### src/rtl/lenet_image_feeder_if.sv
// Feeder <-> input ROM / LeNet core signal bundle.
// master = feeder side, slave = ROM/core side.
interface lenet_image_feeder_if #(
  parameter int unsigned ADDR_W = 14
);
  logic [ADDR_W-1:0] rom_addr;
  logic [15:0]       rom_data;
  logic [15:0]       map_out;
  logic              map_valid;
  logic              lenet_en;
  logic              layer1_finish;
  logic              finish;
  logic [3:0]        index;

  modport master (
    output rom_addr, map_out, map_valid, lenet_en,
    input  rom_data, layer1_finish, finish, index
  );

  modport slave (
    input  rom_addr, map_out, map_valid, lenet_en,
    output rom_data, layer1_finish, finish, index
  );
endinterface

### src/rtl/lenet_image_feeder.sv
// Streams a batch of images from the input ROM into the LeNet core and collects results.
// Optional batch cycle counter enabled by defining LENET_FEEDER_PERF_EN.
module lenet_image_feeder #(
  parameter int unsigned IMG_PIXELS = 784,
  parameter int unsigned NUM_IMAGES = 10,
  parameter int unsigned ADDR_W     = 14
) (
  input  logic                clk,
  input  logic                rst_n,
  input  logic                start,
  lenet_image_feeder_if.master bus,
  output logic                result_valid,
  output logic [3:0]          result_index,
  output logic [ADDR_W-1:0]   result_img,
  output logic                busy,
  output logic                done,
  output logic                err,
  output logic [31:0]         perf_cycles
);

  localparam int unsigned PIX_W = $clog2(IMG_PIXELS + 1);
  localparam logic [PIX_W-1:0]  PIX_LAST  = PIX_W'(IMG_PIXELS - 1);
  localparam logic [ADDR_W-1:0] IMG_STEP  = ADDR_W'(IMG_PIXELS);
  localparam logic [ADDR_W-1:0] IMG_LAST  = ADDR_W'(NUM_IMAGES - 1);
  localparam logic [ADDR_W-1:0] IMG_TOTAL = ADDR_W'(NUM_IMAGES);

  typedef enum logic [2:0] {S_IDLE, S_STREAM, S_WAIT_L1, S_DRAIN, S_DONE} state_t;

  state_t            state;
  logic [ADDR_W-1:0] addr;
  logic [ADDR_W-1:0] base;
  logic [ADDR_W-1:0] next_base;
  logic [ADDR_W-1:0] img_cnt;
  logic [ADDR_W-1:0] res_cnt;
  logic [PIX_W-1:0]  pix_cnt;
  logic              map_valid_q;
  logic              lenet_en_q;

  assign next_base     = base + IMG_STEP;
  assign bus.rom_addr  = addr;
  assign bus.map_out   = bus.rom_data;
  assign bus.map_valid = map_valid_q;
  assign bus.lenet_en  = lenet_en_q;

  // Sequencer FSM plus result capture; ROM data lags its address by one cycle, so map_valid does too.
  always_ff @(posedge clk or negedge rst_n) begin
    if (!rst_n) begin
      state        <= S_IDLE;
      addr         <= '0;
      base         <= '0;
      img_cnt      <= '0;
      res_cnt      <= '0;
      pix_cnt      <= '0;
      map_valid_q  <= 1'b0;
      lenet_en_q   <= 1'b0;
      result_valid <= 1'b0;
      result_index <= '0;
      result_img   <= '0;
      busy         <= 1'b0;
      done         <= 1'b0;
      err          <= 1'b0;
    end else begin
      result_valid <= 1'b0;
      done         <= 1'b0;
      map_valid_q  <= (state == S_STREAM);
      if (state == S_STREAM) lenet_en_q <= 1'b1;

      case (state)
        S_IDLE: begin
          if (start) begin
            base    <= '0;
            addr    <= '0;
            pix_cnt <= '0;
            img_cnt <= '0;
            res_cnt <= '0;
            err     <= 1'b0;
            busy    <= 1'b1;
            state   <= S_STREAM;
          end
        end
        S_STREAM: begin
          if (bus.layer1_finish) err <= 1'b1;
          if (pix_cnt == PIX_LAST) begin
            state <= S_WAIT_L1;
          end else begin
            addr    <= addr + ADDR_W'(1);
            pix_cnt <= pix_cnt + PIX_W'(1);
          end
        end
        S_WAIT_L1: begin
          if (bus.layer1_finish) begin
            if (img_cnt == IMG_LAST) begin
              state <= S_DRAIN;
            end else begin
              base    <= next_base;
              addr    <= next_base;
              pix_cnt <= '0;
              img_cnt <= img_cnt + ADDR_W'(1);
              state   <= S_STREAM;
            end
          end
        end
        S_DRAIN: begin
          if (res_cnt == IMG_TOTAL) begin
            done       <= 1'b1;
            lenet_en_q <= 1'b0;
            state      <= S_DONE;
          end
        end
        S_DONE: begin
          busy  <= 1'b0;
          state <= S_IDLE;
        end
        default: state <= S_IDLE;
      endcase

      // Results may arrive while later images stream; extras and idle ones only flag err.
      if (bus.finish) begin
        if (state == S_IDLE || res_cnt == IMG_TOTAL) begin
          err <= 1'b1;
        end else begin
          result_valid <= 1'b1;
          result_index <= bus.index;
          result_img   <= res_cnt;
          res_cnt      <= res_cnt + ADDR_W'(1);
        end
      end
    end
  end

`ifdef LENET_FEEDER_PERF_EN
  logic [31:0] perf_q;

  // Counts every busy cycle including DONE, then holds until the next accepted start.
  always_ff @(posedge clk or negedge rst_n) begin
    if (!rst_n) begin
      perf_q <= '0;
    end else if (state == S_IDLE) begin
      if (start) perf_q <= '0;
    end else begin
      perf_q <= perf_q + 32'd1;
    end
  end

  assign perf_cycles = perf_q;
`else
  assign perf_cycles = 32'd0;
`endif

endmodule

### src/flat_wrapper.sv
// flat-port wrapper written by rule: the top's interface ports become plain ports
module lenet_image_feeder_flat 
#(
  parameter int unsigned IMG_PIXELS = 784,
  parameter int unsigned NUM_IMAGES = 10,
  parameter int unsigned ADDR_W     = 14
)
  (clk, rst_n, start, result_valid, result_index, result_img, busy, done, err, perf_cycles, bus_rom_addr, bus_map_out, bus_map_valid, bus_lenet_en, bus_rom_data, bus_layer1_finish, bus_finish, bus_index);
  lenet_image_feeder_if #(.ADDR_W(ADDR_W)) bus_i ();
  input  logic clk;
  input  logic rst_n;
  input  logic start;
  output logic result_valid;
  output logic [3:0] result_index;
  output logic [ADDR_W-1:0] result_img;
  output logic busy;
  output logic done;
  output logic err;
  output logic [31:0] perf_cycles;
  output wire logic [$bits(bus_i.rom_addr)-1:0] bus_rom_addr;
  output wire logic [$bits(bus_i.map_out)-1:0] bus_map_out;
  output wire logic [$bits(bus_i.map_valid)-1:0] bus_map_valid;
  output wire logic [$bits(bus_i.lenet_en)-1:0] bus_lenet_en;
  input wire logic [$bits(bus_i.rom_data)-1:0] bus_rom_data;
  input wire logic [$bits(bus_i.layer1_finish)-1:0] bus_layer1_finish;
  input wire logic [$bits(bus_i.finish)-1:0] bus_finish;
  input wire logic [$bits(bus_i.index)-1:0] bus_index;
  assign bus_rom_addr = bus_i.rom_addr;
  assign bus_map_out = bus_i.map_out;
  assign bus_map_valid = bus_i.map_valid;
  assign bus_lenet_en = bus_i.lenet_en;
  assign bus_i.rom_data = bus_rom_data;
  assign bus_i.layer1_finish = bus_layer1_finish;
  assign bus_i.finish = bus_finish;
  assign bus_i.index = bus_index;
  lenet_image_feeder #(.IMG_PIXELS(IMG_PIXELS), .NUM_IMAGES(NUM_IMAGES), .ADDR_W(ADDR_W)) u_core (.clk(clk), .rst_n(rst_n), .start(start), .bus(bus_i), .result_valid(result_valid), .result_index(result_index), .result_img(result_img), .busy(busy), .done(done), .err(err), .perf_cycles(perf_cycles));
endmodule
### config.mk
export PLATFORM = sky130hd
export DESIGN_NAME = lenet_image_feeder_flat
export DESIGN_NICKNAME = d
export VERILOG_FILES = /design/src/rtl/lenet_image_feeder_if.sv /design/src/rtl/lenet_image_feeder.sv /design/src/flat_wrapper.sv
export SDC_FILE = /design/constraint.sdc
export NUM_CORES = 1
export LEC_CHECK = 0
export ABC_AREA = 1
export ABC_CLOCK_PERIOD_IN_PS = 1850
export CAP_MARGIN = 15
export CORE_MARGIN = 1
export CORE_UTILIZATION = 40
export CTS_CLUSTER_DIAMETER = 150
export DETAILED_ROUTE_END_ITERATION = 8
export PLACE_DENSITY = 0.76
export SLEW_MARGIN = 20
export SYNTH_ARGS = -nofsm -noshare
export SYNTH_HDL_FRONTEND = slang
export SYNTH_SLANG_ARGS = --single-unit
### constraint.sdc
create_clock -name clk -period 1.85 [get_ports clk]
set_input_delay 0.2775 -clock clk [delete_from_list [all_inputs] [get_ports clk]]
set_output_delay 0.2775 -clock clk [all_outputs]
set_load 0.01 [all_outputs]
# Word level (Yosys, flattened, before mapping)
# Index checks and enable logic that the tools add are counted.
[classes]
addsub = 5
n_eq_ne = 13
muxes = 38
bitwise_logic = 1
reduce_logical = 10
[op_table]
columns = ["cell", "count"]
rows = [
  ["$mux 14", 10],
  ["$pmux 14 s2", 2],
  ["$add 14x1->14 const B", 3],
  ["$pmux 14 s3", 1],
  ["$mux 10", 4],
  ["$pmux 10 s3", 1],
  ["$eq 14x4->1 const B", 2],
  ["$add 14x10->14 const B", 1],
  ["$mux 1", 12],
  ["$mux 3", 4],
  ["$pmux 3 s4", 1],
  ["$add 10x1->10 const B", 1],
  ["$eq 10x10->1 const B", 1],
  ["$ne 2x2->1 const B", 5],
  ["$reduce_and 4->1", 2],
  ["$eq 3x2->1 const B", 2],
  ["$reduce_and 5->1", 1],
  ["$pmux 1 s2", 2],
  ["$reduce_and 2->1", 2],
  ["$reduce_bool 2->1", 2],
  ["$eq 3x1->1 const B", 1],
  ["$eq 3x3->1 const B", 1],
  ["$logic_not 3->1", 1],
  ["$reduce_bool 3->1", 1],
  ["other kinds (4)", 4],
]
[totals]
regBits = 93
output_inout_bits = 86
word_cells = 81

# Logic depth before layout (Yosys ltp)
# Gate-level depths: netlist of run 1.
[depth]
word_depth = 4
ltp_mapped = 11
mapped_depth_nobuf = 11

# Worst setup path before layout of run 1
# OpenSTA, ideal clock, no wires.
[synth_timing]
kind = "register -> register"
startpoint = "register u_core.state[2]"
endpoint = "register u_core.err"
arrival_time_ps = 1373
required_time_ps = 1721
path_slack_ps = 348
path_stages_with_launch = 11
n_path_buf = 2
period_less_slack_ps = 1502
cell_sequence = "dfrtp_1 > nor2_4 > inv_2 > nor2_4 > inv_2 > buf_6 > nor2_4 > inv_2 > buf_6 > o21ai_1 > o21ai_0"
[synth_via]
elab_chain_cells = 4
elab_cells_between_ends = 6
cone_classes = "1 x eq/ne; 3 x mux; 2 x reduce/logical"
[synth_rtl]
columns = ["element", "line", "text"]
rows = [
  ["from (decl)", "lenet_image_feeder.sv:29", "state_t state;"],
  ["from (signal assigned)", "lenet_image_feeder.sv:48", "state <= S_IDLE;"],
  ["from (signal assigned)", "lenet_image_feeder.sv:78", "state <= S_STREAM;"],
  ["from (signal assigned)", "lenet_image_feeder.sv:84", "state <= S_WAIT_L1;"],
  ["$eq 3x1->1 / $logic_not 3->1 (equally long branches)", "lenet_image_feeder.sv:68, lenet_image_feeder.sv:119", ""],
  ["$pmux 1 s2 / $logic_or 1x1->1 (equally long branches)", "lenet_image_feeder.sv:68, lenet_image_feeder.sv:119", ""],
  ["$mux 1", "lenet_image_feeder.sv:119", "if (state == S_IDLE || res_cnt == IMG_TOTAL) begin"],
  ["$mux 1 (*)", "lenet_image_feeder.sv:118", "if (bus.finish) begin"],
  ["to (signal assigned)", "lenet_image_feeder.sv:76", "err <= 1'b0;"],
  ["to (signal assigned)", "lenet_image_feeder.sv:82", "if (bus.layer1_finish) err <= 1'b1;"],
  ["to (signal assigned)", "lenet_image_feeder.sv:120", "err <= 1'b1;"],
  ["to (decl)", "lenet_image_feeder.sv:17", "output logic err,"],
]
# Mark *: on every way between the ends. The rest lies on a longest branch, timed or not.
# A chain may end at the register's enable or synchronous reset.

# Final worst setup path of run 1
[layout_timing]
startpoint = "register u_core.addr[5], in the netlist u_core.bus.rom_addr[5]"
endpoint = "output port bus_rom_addr[5]"
[layout_rtl]
columns = ["element", "line", "text"]
rows = [
  ["from (decl)", "lenet_image_feeder.sv:30", "logic [ADDR_W-1:0] addr;"],
  ["from (signal assigned)", "lenet_image_feeder.sv:86", "addr <= addr + ADDR_W'(1);"],
  ["from (signal assigned)", "lenet_image_feeder.sv:96", "addr <= next_base;"],
  ["to (decl)", "flat_wrapper.sv:20", "output wire logic [$bits(bus_i.rom_addr)-1:0] bus_rom_addr;"],
]
# No word-level cell between the ends.

==> flow_summary.toml, run 1 <==
[place]
post_dp_cell_area_sq_um = 5980
dp_slack_ns = 0.0412
portBuffers = 46
dpl.cell_count = 962
place_congestion = 0.880
hpwl_mm = 8.20

[floorplanning]
row_count = 42
die_y_um = 119
ios = 111
die_area_sq_um = 14200
fp.coreArea_sq_um = 13300
fp.dieW_um = 119
start_util = 0.413

[setup_path]
criticalPathCategory = "reg -> out"
cp_data_arrival_time_ns = 1.46
crit_path_end_kind = "primary output"
slowest_delay_ns = 0.60
critPathTopFamily = "buffers and inverters"
worstPathCellList = "clkdlybuf4s50_1"
path_max_fanout = 7
start_kind = "flip-flop"
required_ns = 1.57
critPathBufInv = 1
crit_start = "u_core.bus.rom_addr[5]$_DFFE_PN0P_"
r2r_start = "u_core.img_cnt[1]$_DFFE_PN0P_"
slowest_stage = "clkdlybuf4s50_1"

[synthesis]
yosysSeqAreaShare = 0.405
ys_ff_latch = 89
synth_top_area_share = 0.405
synth_area_leaders = "dfrtp_1, nand2_1, nand3_1"
syn_area_sq_um = 5490
ys_types = 34
yosysTopAreaCell = "dfrtp_1"
avgSynthCellArea_sq_um = 7.27
ys_warn_count = 0
syn_inst = 756

[clocking]
clock-sinks = 89
tritoncts.num_buffers = 9
cts_tree = "built"
h-tree-depth = 3
clock_path_buffers = 2
clk_pin_slew_worst_paths_ns = 0.07
cts_root_buf = "clkbuf_16"
insertion_delay_ns = 0.35

[drt]
drt-initial-drc-count = 376
remaining_drc_errors = 0
routed_wirelength_mm = 11.9
via_count = 4791
routedWlPerCell_um = 12.1
first_pass_iters = 5
ant_nets = 0
vias_per_cell = 4.87

[timing]
relSlewSlack = 0.667
fmax_mhz = 575
setup_viol = 0
timing.final.ws_setup_ns = 0.112
finalHoldViolCount = 0
worstMarginPinSlew_ns = 0.495
hold_ws_ns = 0.453
fin_tns_setup_ns = 0
finalCriticalPeriod_ns = 1.74
slew_viol_final = 0
finClkSkew_ns = 0.00996
post-route-period-util = 0.940
rsz0062_at_grt = "no"

[pwr]
peakVddDrop_v = 0.000555
power_density_nw_per_um2 = 796
leakage_nw = 3.14
fin_total_pwr_mw = 5.08

[final_layout]
post-route-cell-area_sq_um = 6390
ff_latch_area_sq_um = 2230
nFillCells = 1295
instances_no_fill = 983
fin_nets = 834
layout_commonest_cell = "nand2_1"
drive_gt1_frac = 0.0830
postLayoutCoreUtil = 0.480
layout_common_cells = "nand2_1, dfrtp_1, nand3_1, nor2_1, inv_1"
multi_input_area_sq_um = 2650
area_growth_pct = 16.3
diodes = 0

[grt]
grt_pass1_wl_mm = 20.6
grt_max_degree = 90
grt.total_usage = 0.179
grt_pass1_vias = 4358
antenna_found_initial = 0
grt_remaining_overflow = 0

[worst_hold_path]
min_path_type = "in -> reg"
hold_start = "bus_index[1]"

[run]
cap_violations = 0

[outcome]
status = "finished clean"
==> final cells by class <==
cell class                 count  share of cell area
sequential                    89               0.349
clock buffer                   9              0.0353
clock inverter                 7              0.0194
multi-input combinational    563               0.415
timing repair inverter         1            0.000784
timing repair buffer          71               0.106
tap                          176              0.0345
inverter                      67              0.0404
==> cells in the mapped netlist <==
library cell  count
a31oi_1           2
nand3_2           1
nand2_4           2
or2_2             3
buf_6             2
conb_1            1
nand3b_1          1
buf_2             7
xor2_1           12
xnor2_1           1
ha_1              7
nor4_1            1
nor3_1            9
clkinv_1          1
o21ai_1          25
nand2_1         242
o21bai_1          4
nand2_2           1
clkbuf_1          2
o21ai_4           1
a21o_1            2
buf_4            57
o22ai_1           1
nand3_4           1
nor3_2            1
nand3_1          87
dfrtp_1          89
inv_1            60
inv_2             6
o21ai_0          29
a21oi_1           6
nand4_1          23
nor2_4            6
nor2_1           63
==> state kept, by name, indices dropped and copies added, names as in the netlist, 3 cells and up <==
name                 flops
u_core.result_index      4
u_core.pix_cnt          10
u_core.base             10
u_core.bus.rom_addr     14
u_core.res_cnt          14
u_core.result_img       14
u_core.state             3
u_core.img_cnt          14
==> power by group <==
part | internal (mW) | leakage (nW) | switching, mW | total, mW
clock network | 1.34 | 0.172 | 0.833 | 2.17
registers | 2.07 | 1.12 | 0.0916 | 2.16
logic | 0.327 | 1.85 | 0.426 | 0.752
==> routing by layer <==
metal | share of wire | GRT usage | vias to the layer above
met5 | 0 | 0 | -
met4 | 0.015 | 0.0609 | 0
met3 | 0.058 | 0.0431 | 15
met2 | 0.47 | 0.291 | 124
met1 | 0.46 | 0.231 | 2207
li1 | - | - | 2445
==> final timing paths <==
check                           slack [ns]                                 end  cells after the start
worst max-delay path                  0.11                     bus_rom_addr[5]                      1
min in group asynchronous             0.49  u_core.result_index[2]$_DFFE_PN0P_                      3
worst max register to register        0.15       u_core.img_cnt[9]$_DFFE_PN0P_                      8
worst min-delay path                  0.45  u_core.result_index[1]$_DFFE_PN0P_                      3
worst min register to register        0.48    u_core.result_img[8]$_DFFE_PN0P_                      2
max in group asynchronous             0.97       u_core.pix_cnt[0]$_DFFE_PN0P_                      3
==> timing repair <==
action	in CTS	in global routing
setup buffers	0	3
endpoints found under the hold margin	74	0
setup endpoints to repair	0	37
gates resized for setup	0	6
hold buffers	1	0
==> worst min-delay path: stages <==
cell and delay, ns:
clkdlybuf4s50_1 0.39, nand2_1 0.06, nand2_1 0.04
==> cells by family (layout without fill, tap and decap cells) <==
logic type / after synthesis / after routing / share of synthesized area
adders and majority gates: 7 / 7 / 0.0159
buffers and inverters: 135 / 155 / 0.136
and+or+nand+nor: 441 / 441 / 0.352
xor gates and xnor gates: 13 / 13 / 0.0207
AOI/OAI and AO/OA: 70 / 70 / 0.0692
DFF: 89 / 89 / 0.405
other: 1 / 32 / 0.000683
No activity file was read; power rests on OpenSTA's default activity.
==> inputs of run 2 (changes only) <==
--- a/config.mk
+++ b/config.mk
@@ -11,6 +11,7 @@
 export CORE_MARGIN = 1
 export CORE_UTILIZATION = 40
 export CTS_CLUSTER_DIAMETER = 150
+export CTS_CLUSTER_SIZE = 30
 export DETAILED_ROUTE_END_ITERATION = 8
 export PLACE_DENSITY = 0.76
 export SLEW_MARGIN = 20
==> results of run 2 <==
Same layout as run 1: the final DEF is identical, and so are final timing and power.
==> inputs of run 3 (changes only) <==
--- a/config.mk
+++ b/config.mk
@@ -11,8 +11,9 @@
 export CORE_MARGIN = 1
 export CORE_UTILIZATION = 40
 export CTS_CLUSTER_DIAMETER = 150
-export CTS_CLUSTER_SIZE = 30
 export DETAILED_ROUTE_END_ITERATION = 8
+export GPL_TIMING_DRIVEN = 0
+export HOLD_SLACK_MARGIN = 0.06
 export PLACE_DENSITY = 0.76
 export SLEW_MARGIN = 20
 export SYNTH_ARGS = -nofsm -noshare
==> run 3 against run 2 <==
  * Count of clock-buffer cells in the layout is 6 higher
  * Sequential share of layout area is 2.2 points lower
  * Fmax is 2.4% higher
  * Wire length is 5.7% higher
  * Global-route usage is 0.78 points higher
  * Utilization is 3.2 points higher
  * Sequential cell count stayed put
==> flow_summary.toml, run 3 (same netlist as run 1, synthesis figures left out) <==
[drt]
routedWlPerCell_um = 12.1
remaining_drc_errors = 0
vias_per_cell = 4.82
first_pass_iters = 5
via_count = 5026
routed_wirelength_mm = 12.6
ant_nets = 0
drt-initial-drc-count = 353

[run]
cap_violations = 0

[worst_hold_path]
min_path_type = "in -> async"

[clocking]
h-tree-depth = 3
clock_path_buffers = 2
tritoncts.num_buffers = 9
cts_root_buf = "clkbuf_16"
cts_tree = "built"
insertion_delay_ns = 0.35
clock-sinks = 89
clk_pin_slew_worst_paths_ns = 0.06
cts_setup_buffers = 0

[setup_path]
critPathTopFamily = "buffers and inverters"
path_max_fanout = 7
start_kind = "flip-flop"
cp_data_arrival_time_ns = 1.42
critPathBufInv = 1
slowest_delay_ns = 0.59
path_depth = 1
r2r_cells = 8
criticalPathCategory = "reg -> out"
worstPathCellList = "clkdlybuf4s50_1"
required_ns = 1.57
slowest_stage = "clkdlybuf4s50_1"
crit_path_end_kind = "primary output"

[floorplanning]
fp.coreArea_sq_um = 13300
row_count = 42
fp.dieW_um = 119
die_y_um = 119
start_util = 0.413
die_area_sq_um = 14200
ios = 111

[timing]
finalCriticalPeriod_ns = 1.70
finalHoldViolCount = 0
setup_viol = 0
worstMarginPinSlew_ns = 0.606
post-route-period-util = 0.917
relSlewSlack = 0.594
finClkSkew_ns = 0.00443
slew_viol_final = 0
hold_ws_ns = 0.340
fmax_mhz = 589

[final_layout]
layout_commonest_cell = "nand2_1"
layout_common_cells = "nand2_1, dfrtp_1, nand3_1, nor2_1, clkdlybuf4s50_1"
area_growth_pct = 24.0
drive_gt1_frac = 0.128
instances_no_fill = 1043
diodes = 0
postLayoutCoreUtil = 0.512
fin_nets = 894
nFillCells = 1269

[place]
dpl.cell_count = 1026
portBuffers = 62
hpwl_mm = 9.03
place_congestion = 0.932

[pwr]
sequentialPowerShare = 0.454
netSwitchingFraction = 0.267
pwr-share-comb = 0.170
internal-power_mw = 3.51
leakage_nw = 3.39
p_sw_mw = 1.28
peakVddDrop_v = 0.000576
power_frac_clock = 0.376
power_density_nw_per_um2 = 704

[grt]
grt_remaining_overflow = 0
antenna_found_initial = 0
grt.total_usage = 0.186
grt_pass1_wl_mm = 21.3
grt_pass1_vias = 4515
grt_max_degree = 69

[outcome]
status = "finished clean"
-- run 3: changes by cell type in the layout (fill, tap and decap cells not counted), moves of 3 or more --
cell and delta:
buf_4 +34, clkdlybuf4s50_1 +16, buf_2 +6, clkbuf_8 +4, buf_6 +3, bufinv_16 -3
clkbuf_1 +3
-- run 3: final timing paths --
kind                                                           end                          startpoint  slack (ns)
max in group asynchronous            u_core.img_cnt[0]$_DFFE_PN0P_                               rst_n        0.90
worst max-delay path                               bus_rom_addr[4]  u_core.bus.rom_addr[4]$_DFFE_PN0P_        0.15
worst min register to register    u_core.result_img[4]$_DFFE_PN0P_    u_core.result_img[4]$_DFFE_PN0P_        0.48
worst max register to register  u_core.bus.rom_addr[2]$_DFFE_PN0P_         u_core.state[1]$_DFFE_PN0P_        0.15
min in group clk                u_core.result_index[0]$_DFFE_PN0P_                        bus_index[0]        0.46
worst min-delay path            u_core.result_index[2]$_DFFE_PN0P_                               rst_n        0.34
-- run 3: per-stage QoR --
stage / TNS, ns / worst slack [ns] / power (mW) / cell area [sq um]
4_1_cts: 0 / 0.0305 / 4.84 / 6780
2_1_floorplan: 0 / 0.348 / 2.69 / 5610
5_1_grt: -0.0163 / -0.0134 / 5.04 / 6810
3_5_place_dp: -2.50 / -0.0910 / 3.02 / 6480
3_3_place_gp: -254.16 / -2.84 / 3.00 / 6450
6_report: 0 / 0.153 / 4.80 / 6810
-- run 3: what timing repair did --
item,in CTS,in global routing
hold buffers,1,0
gates resized for setup,0,11
endpoints found under the setup margin,0,35
endpoints found under the hold margin,21,0
-- run 3: routing by layer --
metal	vias up	wire length (um)	share of wire	GRT usage
li1	2565	-	-	-
met3	15	808	0.064	0.0565
met5	-	0	0	0
met4	0	177	0.014	0.0522
met1	2320	5610	0.45	0.240
met2	126	5990	0.48	0.302
-- run 3: power groups by stage --
stage               clock network, mW  logic (mW)  registers (mW)
floorplan                           0       0.469            2.22
global route                     1.93       0.914            2.19
CTS                              1.85       0.815            2.18
finish                           1.80       0.816            2.18
detailed placement                  0       0.809            2.21
global placement                    0       0.789            2.21
-- run 3: final cells by class --
type / count / area [sq um] / share of cell area
timing repair buffer: 64 / 659 / 0.0968
inverter: 67 / 258 / 0.0378
sequential: 89 / 2230 / 0.327
clock inverter: 1 / 7.51 / 0.00110
multi-input combinational: 563 / 2650 / 0.389
buffer: 68 / 500 / 0.0735
clock buffer: 15 / 288 / 0.0422
tap: 176 / 220 / 0.0323
